$ cat src/rtl/key_pkg.sv
// Shared definitions for the key debounce array: FSM state encoding,
// synchroniser depth and width helpers used to size the per-channel counters.
package key_pkg;

   typedef enum logic [1:0] {
      IDLE       = 2'd0,
      PRESS_FILT = 2'd1,
      DOWN       = 2'd2,
      REL_FILT   = 2'd3
   } key_fsm_e;

   localparam int SYNC_STAGES = 2;

   // Counter width able to hold 0..n-1, never narrower than one bit
   function automatic int f_cnt_w(input int n);
      return (n > 1) ? $clog2(n) : 1;
   endfunction

   function automatic int f_max(input int a, input int b);
      return (a > b) ? a : b;
   endfunction

endpackage

$ cat src/rtl/key_debounce_chan.sv
// One debounce channel: 2-FF synchroniser, press/release filter FSM with its
// stability counter, and the optional hold-to-repeat counter (KEY_REPEAT_EN).
module key_debounce_chan
   import key_pkg::*;
#(
   parameter int DEBOUNCE_CYC = 1000,
   parameter int ACTIVE_LOW   = 1,
   parameter int HOLD_CYC     = 25_000_000,
   parameter int REPEAT_CYC   = 5_000_000
) (
   input  logic i_clk,
   input  logic i_rst_n,
   input  logic i_key,
   output logic o_p_flag,
   output logic o_r_flag,
   output logic o_state,
   output logic o_rep_flag
);

   localparam logic                 IDLE_LVL = (ACTIVE_LOW != 0) ? 1'b1 : 1'b0;
   localparam int                   CNT_W    = f_cnt_w(DEBOUNCE_CYC);
   localparam logic [CNT_W-1:0]     CNT_LAST = CNT_W'(DEBOUNCE_CYC - 1);

   logic [SYNC_STAGES-1:0] r_sync;
   logic                   w_pressed;
   key_fsm_e               r_st;
   logic [CNT_W-1:0]       r_cnt;
   logic                   r_p_flag;
   logic                   r_r_flag;
   logic                   r_state;

   // Bring the raw pin into the clock domain; reset value is the released level
   always_ff @(posedge i_clk or negedge i_rst_n) begin
      if (!i_rst_n) begin
         r_sync <= {SYNC_STAGES{IDLE_LVL}};
      end else begin
         r_sync <= {r_sync[SYNC_STAGES-2:0], i_key};
      end
   end

   assign w_pressed = r_sync[SYNC_STAGES-1] ^ IDLE_LVL;

   // Filter FSM: a level must hold for DEBOUNCE_CYC cycles before it is accepted
   always_ff @(posedge i_clk or negedge i_rst_n) begin
      if (!i_rst_n) begin
         r_st     <= IDLE;
         r_cnt    <= '0;
         r_p_flag <= 1'b0;
         r_r_flag <= 1'b0;
         r_state  <= 1'b0;
      end else begin
         r_p_flag <= 1'b0;
         r_r_flag <= 1'b0;
         case (r_st)
            IDLE: begin
               if (w_pressed) begin
                  r_st  <= PRESS_FILT;
                  r_cnt <= '0;
               end
            end
            PRESS_FILT: begin
               if (!w_pressed) begin
                  r_st  <= IDLE;
                  r_cnt <= '0;
               end else if (r_cnt == CNT_LAST) begin
                  r_st     <= DOWN;
                  r_cnt    <= '0;
                  r_p_flag <= 1'b1;
                  r_state  <= 1'b1;
               end else begin
                  r_cnt <= r_cnt + CNT_W'(1);
               end
            end
            DOWN: begin
               if (!w_pressed) begin
                  r_st  <= REL_FILT;
                  r_cnt <= '0;
               end
            end
            REL_FILT: begin
               if (w_pressed) begin
                  // bounce while releasing: the key is still considered held
                  r_st  <= DOWN;
                  r_cnt <= '0;
               end else if (r_cnt == CNT_LAST) begin
                  r_st     <= IDLE;
                  r_cnt    <= '0;
                  r_r_flag <= 1'b1;
                  r_state  <= 1'b0;
               end else begin
                  r_cnt <= r_cnt + CNT_W'(1);
               end
            end
            default: begin
               r_st  <= IDLE;
               r_cnt <= '0;
            end
         endcase
      end
   end

   assign o_p_flag = r_p_flag;
   assign o_r_flag = r_r_flag;
   assign o_state  = r_state;

`ifdef KEY_REPEAT_EN
   localparam int               REP_W     = f_cnt_w(f_max(HOLD_CYC, REPEAT_CYC));
   localparam logic [REP_W-1:0] HOLD_LAST = REP_W'(HOLD_CYC - 1);
   localparam logic [REP_W-1:0] REP_LAST  = REP_W'(REPEAT_CYC - 1);

   logic [REP_W-1:0] r_rcnt;
   logic             r_rphase;
   logic             r_rep_flag;

   // Hold-to-repeat: first pulse after HOLD_CYC, then every REPEAT_CYC while held
   always_ff @(posedge i_clk or negedge i_rst_n) begin
      if (!i_rst_n) begin
         r_rcnt     <= '0;
         r_rphase   <= 1'b0;
         r_rep_flag <= 1'b0;
      end else begin
         r_rep_flag <= 1'b0;
         if (r_st == DOWN || r_st == REL_FILT) begin
            if (r_rcnt == (r_rphase ? REP_LAST : HOLD_LAST)) begin
               r_rcnt     <= '0;
               r_rphase   <= 1'b1;
               r_rep_flag <= 1'b1;
            end else begin
               r_rcnt <= r_rcnt + REP_W'(1);
            end
         end else begin
            r_rcnt   <= '0;
            r_rphase <= 1'b0;
         end
      end
   end

   assign o_rep_flag = r_rep_flag;
`else
   logic w_unused_rep_cfg;
   assign w_unused_rep_cfg = HOLD_CYC[0] ^ REPEAT_CYC[0];
   assign o_rep_flag       = 1'b0;
`endif

endmodule

$ cat src/rtl/key_debounce_array.sv
// N_KEYS independent key debouncers with press/release pulses, debounced level
// and optional hold-to-repeat pulses. Define KEY_REPEAT_EN to build the repeat
// logic; without it Key_Rep_Flag is constant 0 and the port list is unchanged.
module key_debounce_array
   import key_pkg::*;
#(
   parameter int N_KEYS       = 4,
   parameter int DEBOUNCE_CYC = 1000,
   parameter int ACTIVE_LOW   = 1,
   parameter int HOLD_CYC     = 25_000_000,
   parameter int REPEAT_CYC   = 5_000_000
) (
   input  logic              Clk,
   input  logic              Reset_n,
   input  logic [N_KEYS-1:0] Key,
   output logic [N_KEYS-1:0] Key_P_Flag,
   output logic [N_KEYS-1:0] Key_R_Flag,
   output logic [N_KEYS-1:0] Key_State,
   output logic [N_KEYS-1:0] Key_Rep_Flag
);

   for (genvar g = 0; g < N_KEYS; g++) begin : g_chan
      key_debounce_chan #(
         .DEBOUNCE_CYC (DEBOUNCE_CYC),
         .ACTIVE_LOW   (ACTIVE_LOW),
         .HOLD_CYC     (HOLD_CYC),
         .REPEAT_CYC   (REPEAT_CYC)
      ) u_chan (
         .i_clk      (Clk),
         .i_rst_n    (Reset_n),
         .i_key      (Key[g]),
         .o_p_flag   (Key_P_Flag[g]),
         .o_r_flag   (Key_R_Flag[g]),
         .o_state    (Key_State[g]),
         .o_rep_flag (Key_Rep_Flag[g])
      );
   end

endmodule

$ cat config.mk
export PLATFORM = sky130hd
export DESIGN_NAME = key_debounce_array
export DESIGN_NICKNAME = d
export VERILOG_FILES = /design/src/rtl/key_pkg.sv /design/src/rtl/key_debounce_chan.sv /design/src/rtl/key_debounce_array.sv
export SDC_FILE = /design/constraint.sdc
export NUM_CORES = 1
export LEC_CHECK = 0
export BUFFER_PORTS_ARGS = -buffer_cell sky130_fd_sc_hd__buf_2
export CORE_MARGIN = 2
export CORE_UTILIZATION = 40
export DETAILED_ROUTE_END_ITERATION = 7
export PLACE_DENSITY = 0.6
export SLEW_MARGIN = 20
export SYNTH_ARGS = -nofsm -noshare
export SYNTH_HDL_FRONTEND = slang
export SYNTH_SLANG_ARGS = --single-unit
$ cat constraint.sdc
create_clock -name Clk -period 1.62 [get_ports Clk]
set_input_delay 0.081 -clock Clk [delete_from_list [all_inputs] [get_ports Clk]]
set_output_delay 0.081 -clock Clk [all_outputs]
set_load 0.02 [all_outputs]
==> results.json <==
{
  "power_leakage_nw": 1.891,
  "nets": 403,
  "crit_path_end": "g_chan[2].u_chan.r_cnt[7]$_DFFE_PN0P_",
  "grt_first_pass_wirelength_mm": 10.54,
  "setup_viol": 5,
  "synth_top_family_by_area": "simple AND/OR/NAND/NOR gates",
  "vdd_drop_max_uv": 492.0,
  "vias": 2513,
  "ys_seq_elements": 68,
  "wirelength_mm": 6.183,
  "placed_cells": 474,
  "path_cells": "ha_2 > nand4b_1 > nor3_4 > buf_6 > nor2_4 > a21oi_2 > o21ai_1",
  "path_clk_slew_ns": 0.07,
  "holdWs_ns": 0.2902,
  "avgSynthCellArea_um2": 10.12,
  "initialDrtViolationCount": 69,
  "grtUsageTotal_pct": 15.09,
  "rsz0062_at_grt": "yes",
  "p_seq_share_pct": 52.9,
  "dieArea_um2": 8936,
  "htreeDepth": 3,
  "worstPathRequired_ns": 1.86,
  "p_int_mw": 2.554,
  "core-area_um2": 8093,
  "timing.rr.start": "g_chan[2].u_chan.r_cnt[1]$_DFFE_PN0P_",
  "p_sw_share_pct": 23.69,
  "critPathMaxFanout": 7,
  "fin_skew_ns": 0.008256,
  "mostFrequentLayoutCells": "dfrtp_1 (60), buf_4 (44), nand2_1 (26)",
  "combPwrFrac_pct": 7.3,
  "syn2layout_area_growth_pct": 26.18,
  "syn_area_um2": 3278,
  "failed_checks": "negative setup slack",
  "path_buf_inv": 1,
  "status": "finished, violations left",
  "yosysWarnings": 0,
  "ctsLongestPathBuffers": 2,
  "syn-instance-count": 324,
  "drt-pass1-iter-count": 4,
  "hold_path_class": "input pin to asynchronous set/reset pin",
  "instances_no_fill": 503,
  "yosysSeqAreaShare_pct": 52.21,
  "dpl_cell_area_um2": 3706,
  "antenna_left": 0,
  "drc": 0,
  "synth_mux_area_share_pct": 2.252,
  "clock_latency_ns": 0.35,
  "synth-compound-area-share_pct": 12.56,
  "slowest_stage": "nor3_4",
  "crit_arrival_ns": 1.91,
  "diodes": 0,
  "path_delay_family": "simple AND/OR/NAND/NOR gates",
  "die_w_um": 94.53,
  "io_pins": 22,
  "synth_xor_area_share_pct": 2.863,
  "antenna_found_initial": 0,
  "period_share_pct": 103.2,
  "setup_ws_ns": -0.05230,
  "drv_cap": 0,
  "place.gp.congestion": 0.8382,
  "synth_ff_type": "dfrtp_1",
  "p_switching_uw": 792.8,
  "reg2reg_slack_ns": -0.05,
  "path_class": "flip-flop to flip-flop",
  "final_common_cell": "dfrtp_1",
  "die_y_um": 94.53,
  "gr-total-overflow": 0,
  "drive_gt1_share_pct": 32.91,
  "grt_max_degree": 69,
  "pwr-share-clk_pct": 39.9,
  "cts_tree": "built",
  "p_per_area_nw_per_um2": 809.1,
  "worstSetupEndpointType": "flip-flop",
  "synth.distinct_cells": 45,
  "final_max_slew_viol_count": 0,
  "fillers": 776,
  "cp.depth": 7,
  "cts.sinks": 68,
  "r2r-end": "g_chan[2].u_chan.r_cnt[7]$_DFFE_PN0P_",
  "synthArstFlopShare_pct": 100.0,
  "synthAdderAreaFrac_pct": 1.527,
  "fmax_mhz": 598.0,
  "cts_buffers": 9,
  "cts_root_buffer": "clkbuf_8",
  "grt_pass1_vias": 2342,
  "min_period_ns": 1.672,
  "dp.final_hpwl_mm": 4.230,
  "viasPerCell": 4.996,
  "synth_edf_count": 0,
  "initial_core_util_pct": 40.51,
  "hold_violations": 0,
  "io_buffer_count": 17,
  "critPathLaunchType": "flip-flop",
  "synth-simple-area-share_pct": 23.13,
  "cpPeakStageDelay_ns": 0.42,
  "wire_per_inst_um": 12.29,
  "final_util_pct": 51.11,
  "dp_slack_ns": -0.001367,
  "worstRegToRegCells": 7,
  "rows": 33,
  "fin_area_um2": 4136,
  "critPathLaunch": "g_chan[2].u_chan.r_cnt[1]$_DFFE_PN0P_"
}
==> worst min-delay path: cells and delay by family <==
family | cells | cell delay (ns)
buffers and inverters | 3 | 0.95
==> state kept, by name, summed over array words and instances, names as in the netlist, named ones only <==
name and flops:
g_chan.u_chan.r_sync 8, g_chan.u_chan.r_st 4, g_chan.u_chan.o_r_flag 4, g_chan.u_chan.o_state 4, g_chan.u_chan.r_cnt 40, g_chan.u_chan.o_p_flag 4
==> how the worst min path moves through the flow <==
stage               slack (ns)                                     to  depth (start not counted)
finish                    0.29  g_chan[2].u_chan.r_cnt[0]$_DFFE_PN0P_                          3
global route              0.32  g_chan[2].u_chan.r_cnt[2]$_DFFE_PN0P_                          3
CTS                       0.28  g_chan[3].u_chan.r_cnt[5]$_DFFE_PN0P_                          3
detailed placement        0.13  g_chan[3].u_chan.r_cnt[4]$_DFFE_PN0P_                          2
global placement          0.13  g_chan[3].u_chan.r_cnt[4]$_DFFE_PN0P_                          2
floorplan                -0.21             asynchronous set/reset pin                          0
==> per-layer routing <==
metal / routed length [um] / track usage [%] / vias up
li1: - / - / 1290
met1: 3023 / 19.63 / 1190
met2: 2893 / 23.51 / 25
met3: 163 / 4.389 / 8
met4: 102 / 6.522 / 0
met5: 0 / 0 / -
==> synth_stat cells (5+ instances only) <==
cell | number | area [um2]
nor3_1 | 18 | 90.09
buf_4 | 16 | 120.1
and2_1 | 5 | 31.28
o21ai_0 | 19 | 95.09
and3_1 | 8 | 50.05
dfstp_2 | 8 | 210.2
a21oi_1 | 16 | 80.08
inv_1 | 10 | 37.54
nor2_1 | 18 | 67.56
nand3_1 | 26 | 130.1
o21ai_1 | 8 | 40.04
nand4_1 | 7 | 43.79
a21o_1 | 6 | 45.04
dfrtp_1 | 60 | 1501
or3_1 | 6 | 37.54
a22o_1 | 6 | 52.55
nand2_1 | 30 | 112.6
==> through the flow <==
stage          power, mW    TNS, ns
5_1_grt            3.514     -1.815
3_3_place_gp       2.007          0
4_1_cts            3.388          0
2_1_floorplan      1.900          0
6_report           3.347    -0.1519
3_5_place_dp       2.012  -0.001367
==> layout make-up <==
| cell class | count | area [um2] | share of cell area [%] |
|---|---|---|---|
| Clock buffer | 11 | 131.4 | 3.176 |
| Tap cell | 105 | 131.4 | 3.176 |
| Timing Repair Buffer | 70 | 519.2 | 12.55 |
| Clock inverter | 5 | 52.55 | 1.270 |
| Inverter | 11 | 55.05 | 1.331 |
| Multi-Input combinational cell | 233 | 1535 | 37.11 |
| Sequential cell | 68 | 1712 | 41.38 |
==> power by group through the flow <==
stage	combinational [mW]	clock, mW	sequential, mW
finish	0.243	1.34	1.77
global route	0.272	1.47	1.77
CTS	0.226	1.40	1.76
detailed placement	0.215	0	1.80
global placement	0.212	0	1.80
floorplan	0.106	0	1.79
==> timing repair <==
action / in CTS / in global routing
hold endpoints to repair: 64 / 0
buffers inserted: 0 / 7
cloned: 0 / 1
endpoints found under the setup margin: 1 / 27
hold buffers: 5 / 0
resized for setup: 1 / 38
pin swaps: 0 / 25
==> cell families after synthesis <==
group	count (synthesis)
and+or+nand+nor	141
buffers and inverters	27
adders and majority gates	4
DFF	68
muxes	7
AOI/OAI and AO/OA	67
xor gates and xnor gates	9
other	1
Note: power is estimated with default switching activity, not from simulation.
